--- src/rtl/txn_guard_unit.sv ---
// Passive AXI transaction-timeout guard for one direction.
// Multi-slot outstanding tracking with fault capture, isolation and reset handshake.
module txn_guard_unit #(
    parameter int NumSlots  = 8,
    parameter int IdWidth   = 4,
    parameter int AddrWidth = 32,
    parameter int CntWidth  = 16,
    parameter bit AutoReset = 1'b1
) (
    input  logic                           clk_i,
    input  logic                           rst_i,
    input  logic                           guard_ena_i,
    input  logic [CntWidth-1:0]            budget_i,
    input  logic                           req_valid_i,
    input  logic                           req_ready_i,
    input  logic [IdWidth-1:0]             req_id_i,
    input  logic [AddrWidth-1:0]           req_addr_i,
    input  logic                           rsp_valid_i,
    input  logic                           rsp_ready_i,
    input  logic [IdWidth-1:0]             rsp_id_i,
    input  logic                           rsp_last_i,
    input  logic                           irq_clr_i,
    input  logic                           rst_stat_i,
    output logic                           full_o,
    output logic [$clog2(NumSlots+1)-1:0]  outstanding_o,
    output logic                           irq_o,
    output logic [1:0]                     irq_cause_o,
    output logic [IdWidth-1:0]             irq_id_o,
    output logic [AddrWidth-1:0]           irq_addr_o,
    output logic                           isolate_o,
    output logic                           rst_req_o
);
    localparam int SlotW = $clog2(NumSlots);
    localparam int OutW  = $clog2(NumSlots+1);

    typedef enum logic [1:0] {
        ST_MONITOR, ST_FAULT, ST_RESET, ST_WAIT
    } state_t;

    state_t r_state, w_next;

    logic [NumSlots-1:0]  r_vld;
    logic [IdWidth-1:0]   r_id   [NumSlots];
    logic [AddrWidth-1:0] r_addr [NumSlots];
    logic [CntWidth-1:0]  r_age  [NumSlots];

    logic                 r_irq;
    logic [1:0]           r_cause;
    logic [IdWidth-1:0]   r_irq_id;
    logic [AddrWidth-1:0] r_irq_addr;

    logic                 w_free_found, w_match_found, w_to_found;
    logic [SlotW-1:0]     w_free_idx, w_match_idx, w_to_idx;
    logic [CntWidth-1:0]  w_match_age;
    logic [OutW-1:0]      w_count;
    logic                 w_mon, w_req_hs, w_rsp_hs;
    logic                 w_alloc, w_free, w_flush;
    logic                 w_timeout, w_ovf, w_unm, w_fault;
    logic [1:0]           w_cause;
    logic [IdWidth-1:0]   w_fid;
    logic [AddrWidth-1:0] w_faddr;

    // Slot scans: lowest free, oldest ID match (ties to lowest), lowest timeout.
    always_comb begin
        w_free_found  = 1'b0;
        w_free_idx    = '0;
        w_match_found = 1'b0;
        w_match_idx   = '0;
        w_match_age   = '0;
        w_to_found    = 1'b0;
        w_to_idx      = '0;
        w_count       = '0;
        for (int i = 0; i < NumSlots; i++) begin
            w_count = w_count + OutW'(r_vld[i]);
            if (!r_vld[i] && !w_free_found) begin
                w_free_found = 1'b1;
                w_free_idx   = SlotW'(i);
            end
            if (r_vld[i] && r_id[i] == rsp_id_i &&
                (!w_match_found || r_age[i] > w_match_age)) begin
                w_match_found = 1'b1;
                w_match_idx   = SlotW'(i);
                w_match_age   = r_age[i];
            end
            if (r_vld[i] && budget_i != '0 &&
                r_age[i] >= budget_i && !w_to_found) begin
                w_to_found = 1'b1;
                w_to_idx   = SlotW'(i);
            end
        end
    end

    assign full_o        = &r_vld;
    assign outstanding_o = w_count;

    assign w_mon     = (r_state == ST_MONITOR) && guard_ena_i;
    assign w_req_hs  = req_valid_i && req_ready_i;
    assign w_rsp_hs  = rsp_valid_i && rsp_ready_i && rsp_last_i;
    assign w_alloc   = w_mon && w_req_hs && !full_o && w_free_found;
    assign w_free    = w_mon && w_rsp_hs && w_match_found;
    assign w_timeout = w_mon && w_to_found;
    assign w_ovf     = w_mon && w_req_hs && full_o;
    assign w_unm     = w_mon && w_rsp_hs && !w_match_found;
    assign w_fault   = w_timeout || w_ovf || w_unm;
    assign w_flush   = ((r_state == ST_MONITOR) && !guard_ena_i) ||
                       (r_state == ST_WAIT) ||
                       ((r_state == ST_FAULT) && !AutoReset && irq_clr_i);

    always_comb begin
        w_cause = 2'd0;
        w_fid   = '0;
        w_faddr = '0;
        if (w_timeout) begin
            w_cause = 2'd1;
            w_fid   = r_id[w_to_idx];
            w_faddr = r_addr[w_to_idx];
        end else if (w_ovf) begin
            w_cause = 2'd2;
            w_fid   = req_id_i;
            w_faddr = req_addr_i;
        end else if (w_unm) begin
            w_cause = 2'd3;
            w_fid   = rsp_id_i;
        end
    end

    always_ff @(posedge clk_i) begin
        if (rst_i) begin
            r_vld <= '0;
            for (int i = 0; i < NumSlots; i++) begin
                r_id[i]   <= '0;
                r_addr[i] <= '0;
                r_age[i]  <= '0;
            end
        end else begin
            for (int i = 0; i < NumSlots; i++) begin
                if (r_state == ST_MONITOR && r_vld[i] && r_age[i] != '1)
                    r_age[i] <= r_age[i] + 1'b1;
            end
            if (w_free)
                r_vld[w_match_idx] <= 1'b0;
            if (w_alloc) begin
                r_vld[w_free_idx]  <= 1'b1;
                r_id[w_free_idx]   <= req_id_i;
                r_addr[w_free_idx] <= req_addr_i;
                r_age[w_free_idx]  <= '0;
            end
            if (w_flush)
                r_vld <= '0;
        end
    end

    // First fault wins until software clears the capture.
    always_ff @(posedge clk_i) begin
        if (rst_i) begin
            r_irq      <= 1'b0;
            r_cause    <= 2'd0;
            r_irq_id   <= '0;
            r_irq_addr <= '0;
        end else if (irq_clr_i) begin
            r_irq      <= 1'b0;
            r_cause    <= 2'd0;
            r_irq_id   <= '0;
            r_irq_addr <= '0;
        end else if (w_fault && !r_irq) begin
            r_irq      <= 1'b1;
            r_cause    <= w_cause;
            r_irq_id   <= w_fid;
            r_irq_addr <= w_faddr;
        end
    end

    assign irq_o       = r_irq;
    assign irq_cause_o = r_cause;
    assign irq_id_o    = r_irq_id;
    assign irq_addr_o  = r_irq_addr;

    always_ff @(posedge clk_i) begin
        if (rst_i) r_state <= ST_MONITOR;
        else       r_state <= w_next;
    end

    always_comb begin
        w_next = r_state;
        unique case (r_state)
            ST_MONITOR: if (w_fault) w_next = ST_FAULT;
            ST_FAULT: begin
                if (AutoReset)      w_next = ST_RESET;
                else if (irq_clr_i) w_next = ST_MONITOR;
            end
            ST_RESET:   if (rst_stat_i)  w_next = ST_WAIT;
            ST_WAIT:    if (!rst_stat_i) w_next = ST_MONITOR;
            default:    w_next = ST_MONITOR;
        endcase
    end

    always_comb begin
        isolate_o = (r_state != ST_MONITOR);
        rst_req_o = (r_state == ST_RESET);
    end
endmodule
--- config.mk ---
export PLATFORM = sky130hd
export DESIGN_NAME = txn_guard_unit
export DESIGN_NICKNAME = d
export VERILOG_FILES = /design/src/rtl/txn_guard_unit.sv
export SDC_FILE = /design/constraint.sdc
export NUM_CORES = 1
export LEC_CHECK = 0
export CAP_MARGIN = 10
export CORE_ASPECT_RATIO = 1.25
export CORE_MARGIN = 2
export CORE_UTILIZATION = 25
export CTS_BUF_LIST = sky130_fd_sc_hd__clkbuf_4 sky130_fd_sc_hd__clkbuf_8 sky130_fd_sc_hd__clkbuf_16
export CTS_CLUSTER_SIZE = 24
export DETAILED_ROUTE_END_ITERATION = 8
export SYNTH_ARGS = -nofsm -noshare
export SYNTH_HDL_FRONTEND = slang
export SYNTH_SLANG_ARGS = --single-unit
--- constraint.sdc ---
create_clock -name clk_i -period 19.05 [get_ports clk_i]
set_input_delay 3.81 -clock clk_i [delete_from_list [all_inputs] [get_ports clk_i]]
set_output_delay 3.81 -clock clk_i [all_outputs]
set_load 0.05 [all_outputs]
# After elaboration in Yosys (flattened, before gate mapping)
# Memory sizes are Yosys's and may differ from the RTL's.
# Index checks and enable logic that the tools add are counted.
# op_classes
n_addsub	15
n_mul	0
div_mod_pow	0
order_cmp	19
eq_ne	22
shifts	0
n_mux	114
bitwise	11
reduce_logical	127
# op_table
op	count
2-to-1 mux 16 bit	15
adder 16 x 1 -> 16 bit (second input constant)	8
>= comparator 16 bit	8
inequality test 16 bit (second input constant)	8
greater-than comparator 16 bit	7
2-to-1 mux 32 bit	3
logical AND 1 bit	77
2-to-1 mux 1 bit	60
2-to-1 mux 3 bit	20
== test 4 bit	8
OR reduction 32 bit	1
logical NOT 1 bit	31
2-to-1 mux 8 bit	3
adder 4 x 1 -> 4 bit	4
2-to-1 mux 4 bit	4
nonzero test 16 bit	1
2-to-1 mux 2 bit	6
logical OR 1 bit	10
bitwise AND 8 bit	1
< comparator 3 x 4 -> 1 bit (second input constant)	2
NOT 8 bit	1
OR 1 bit	8
OR 8 bit	1
case mux 2 bit (4 select lines)	1
other kinds (14)	20
# word_totals
reg_bits	49
latchBits	0
ram_bits	416
mem_bits_ro	0
in_bits	66
memories	3
# mem_list
name	words	width	read_ports	rd_clocked_by_memory_dff	wr	line	rtl
r_addr	8	32	1	0	8	44	logic [AddrWidth-1:0] r_addr [NumSlots];
r_age	8	16	8	0	9	45	logic [CntWidth-1:0] r_age [NumSlots];
r_id	8	4	9	0	8	43	logic [IdWidth-1:0] r_id [NumSlots];

# Logic depth before layout (Yosys ltp)
# An unclocked memory read counts as a cell.
# depth
ltp_word	42
mapped_depth	86
mapped_depth_nobuf	74

# Worst setup path before layout
# No wires, ideal clock.
# synth_path
path_type	input-to-reg
start	input port rsp_id_i[1]
end	register r_vld[0]
setup_time_ns	0.145
arrival_time_ns	18.310
setup_slack_ns	0.595
path_stages	83
n_path_buf	13
cell_sequence	buf_6 -> inv_2 -> a22o_1 -> nor4_4 -> clkbuf_1 -> nand2_1 -> ha_1 -> nor2b_1 -> o21ai_0 -> a21oi_1 -> o21a_1 -> o311a_1 -> a211o_1 -> buf_2 -> buf_6 -> a22oi_1 -> ha_1 -> a21o_1 -> (+47 left out) -> nor2b_1 -> o21ai_0 -> a21o_1 -> a21o_1 -> clkbuf_1 -> o22a_1 -> o21ai_1 -> ha_1 -> nor2b_1 -> o21a_1 -> o21a_1 -> o211ai_1 -> a21oi_1 -> o21ai_0 -> a31oi_1 -> a211o_1 -> nor4b_1 -> a311oi_1
# synth_via
elab_chain_len	41
# synth_lines
item	line	rtl
from (decl)	20	input logic [IdWidth-1:0] rsp_id_i,
== test 4 bit	79	if (r_vld[i] && r_id[i] == rsp_id_i &&
logical AND 1 bit	79	
2-to-1 mux 16 bit or 2-to-1 mux 1 bit (tied branches)	79	
greater-than comparator 16 bit or logical NOT 1 bit (tied branches)	80	(!w_match_found || r_age[i] > w_match_age)) begin
logical OR 1 bit	80	
logical AND 1 bit	79	
2-to-1 mux 16 bit or 2-to-1 mux 1 bit (tied branches)	79	
greater-than comparator 16 bit or logical NOT 1 bit (tied branches)	80	
(+25 left out)	n/a	
2-to-1 mux 1 bit (implied by the code)	141	r_vld[w_match_idx] <= 1'b0;
demux 1 bit (select 3 bit)	141	
NOT 8 bit (no line)	n/a	
bitwise AND 8 bit (no line)	n/a	
2-to-1 mux 8 bit *	140	if (w_free)
2-to-1 mux 8 bit *	128	if (rst_i) begin
OR 8 bit (no line)	n/a	
2-to-1 mux 8 bit *	142	if (w_alloc) begin
to (signal assigned)	129	r_vld <= '0;
to (signal, indexed assignment)	141	
to (signal, indexed assignment)	143	r_vld[w_free_idx] <= 1'b1;
to (decl)	42	logic [NumSlots-1:0] r_vld;
# Mark *: on every way between the ends. The rest lies on a longest branch, timed or not. The select of a mux whose other input is x is not followed.
# A chain may end at the register's enable or synchronous reset.

# Worst setup path after layout
# Ends and elaborated chain as after synthesis.

==> metrics <==
outcome=finished, final reports clean; Period minus WS final=18,080 ps; cell depth of the worst setup path=75; CTS tree=built; total track usage=approximately 15%; Starting Density=25.3%; CP Launch Point=rsp_id_i[1]; fmax=0.0553 GHz; Worst R2R Setup Slack=between 4000 and 5000 ps; pin count of the biggest net entering global routing=55; Worst R2R Start=r_vld[0]; worst endpoint data arrival time=18,510 ps; drt wl/cell=between 20 and 25 um; Warnings, synthesis=0; count of cell types in the netlist=86; Max-cap violations=0; Buf/Inv on CP=9; startpoint types=input port; Antenna Nets Post-Route=0; most used cell, CP=o21a_1; total CTS buffers=54; Cell Int Power=1800 uW; CTS Sinks=465; Mean Syn Cell Area=10.2 um^2; Clock power frac=45.2%; Place WS=-94.4 ps; number of synthesized register bits=465; clk_skew=approximately 57 ps; Worst Path Max Fanout=14; Final Hold Viols=0; Clock transition at path regs=around 60 ps; die area=119,000 um^2; CTS H-tree depth=2; worst vdd ir=roughly 0.065 mV; Net Sw Frac=between 20% and 30%; cell area after synthesis=29,100 um^2; Post-synth EDFFs=288; first-pass GRT wire length=about 140 mm; RR Endpoint=r_vld[0]; Placement Rows=approximately 140; Max clock buf depth=3; Core Box Area=115,000 um^2; Static Leak=0.0139 uW; Worst path max stage delay=630 ps; IO buf count=111; share of post-route cells with drive strength above 1=11.1%; sequential share of power=47.0%; hold_sp=irq_addr_o[18]; vias per inst=4.93; sequential share of the synthesized area=a little over two fifths; Slew Limit Fails=0; DR vias=around 22,000; CP max-delay cell=clkdlybuf4s50_1; grt ovf=0; Slew HR=21.4%; chip height=385 um; Worst R2R Path Depth=73; Hold Path Depth=2; ys async rst share=0%; CP Capture Type=register; worst setup margin=967 ps; PwrDens=roughly 70 nW/um^2; TNS Setup=0 ps; initial antenna violation count=7; Worst-Margin Slew=1170 ps; hold slack=524 ps; die width=309 um; DP Wirelength=between 60 and 70 mm; net switching power=579 uW; Worst Setup EP=r_vld[0]; CP top delay family=compound AO/OA/AOI/OAI gates; Final Wtd Congestion=0.939; worst min-delay path category=reg2reg; Initial DRC Count=1,957; most used flip-flop cell after synthesis=edfxtp_1; Final Core Density=29.6%; Remaining DRCs=0; nets=3,283; Area Overhead vs Synth=17.3%; Top Ports=approximately 110; clk root buf=clkbuf_16; drt total wl=around 93 mm; Initial DRT Pass Iterations=6; Setup violations, final=0; Mapped Nets=approximately 3,200; vias in the first global route=22,200; Mapped Cells=2,840; clk_lat worst skew=630 ps; Gate power share=7.9%; fin crit share=a little over nine tenths; worst endpoint required time=19,480 ps; worst setup path class=in2reg
## cell usage after synthesis (all sizes together), types with 79 or more instances
cell type	instances	area share [%]
xor2	79	2.4
ha	258	11
inv	107	1.4
a21oi	101	1.8
dfxtp	177	12
nor2	193	2.5
and2	264	5.7
o21ai	126	2.2
nand3	96	1.7
nand2	193	2.5
edfxtp	288	30
mux2i	142	4.9
and3	88	1.9
## cell usage in the layout (no fill, tap or decap), drive strengths merged, types with 20 or more instances in the layout
cell	n
clkdlybuf4s50	111
and3	88
nand2	193
nand3	96
mux2i	142
ha	258
o21ai	126
nor3	61
o21a	20
a221oi	37
clkbuf	81
and2	264
dfxtp	177
a31oi	32
a21o	40
buf	78
nand4	46
mux2	66
inv	107
nor4	27
a21oi	101
o211ai	22
edfxtp	288
nor2	193
xor2	79
xnor2	61
## through the flow
step / total power (uW) / area (um^2) / std cells
after floorplan: 1230 / 29100 / 2840
after global placement: 1320 / 32100 / 4447
after detailed placement: 1320 / 32100 / 4447
after CTS: 2400 / 34000 / 4545
after global routing: 2460 / 34100 / 4549
final: 2370 / 34100 / 4549
## final cells by class
class | instances | area [um^2]
well taps | 1551 | 1940
diodes | 1 | 2.50
fillers | 12000 | 81000
repair buffers | 189 | 1720
clock buffers | 81 | 1640
multi-input cells | 2137 | 16000
flip-flops and latches | 465 | 12200
clock inverters | 17 | 224
inverters | 108 | 405
## power by group through the flow
stage / combinational, uW / sequential, uW / clock (uW)
floorplan: 93.7 / 1140 / 0
global placement: 185 / 1130 / 0
detailed placement: 186 / 1140 / 0
CTS: 187 / 1110 / 1090
global route: 201 / 1120 / 1140
finish: 187 / 1110 / 1070
## timing repair
item	4_1_cts	5_1_grt
hold buffers	0	0
gates resized for setup	0	15
buffers inserted	0	3
endpoints found under the hold margin	0	0
endpoints found under the setup margin	0	8
## routing by layer
metal,up-vias,GRT usage (%),share of wire (%)
li1,10600,-,-
met1,10900,19.8,43
met2,684,26.3,48
met3,191,2.64,6.2
met4,10,4.77,3.0
met5,-,0,0.068
## cell families after synthesis
kind of cell | after synthesis | synth area share, %
flops | 465 | 41.9
simple gates | 1037 | 18.7
xor+xnor | 140 | 4.22
fa+ha+maj | 262 | 11.4
mux | 208 | 7.44
buf+inv | 238 | 3.71
compound gates | 490 | 12.6
## flip-flops by register name, summed over array words and instances (netlist names)
name         cells
r_addr         256
irq_o            1
irq_cause_o      2
irq_addr_o      32
r_state          2
r_id            32
r_vld            8
r_age          128
irq_id_o         4
## worst min-delay path by stage
stage	end	slack (ps)
after CTS	irq_addr_o[18]	520
after global routing	r_state[0]	550
after floorplan	r_age[4][15]	490
after detailed placement	irq_addr_o[18]	510
after global placement	r_state[0]	510
final	irq_addr_o[18]	520
## worst register-to-register path, delay by kind of cell (launching register included)
| kind | cells | cell delay (ps) |
|---|---|---|
| AOI/OAI and AO/OA | 40 | 7290 |
| and+or+nand+nor | 16 | 2710 |
| adders and majority gates | 7 | 2000 |
| buffers and inverters | 7 | 1130 |
| muxes | 3 | 790 |
| DFF | 1 | 650 |
Note: power is estimated with default switching activity, not from simulation.
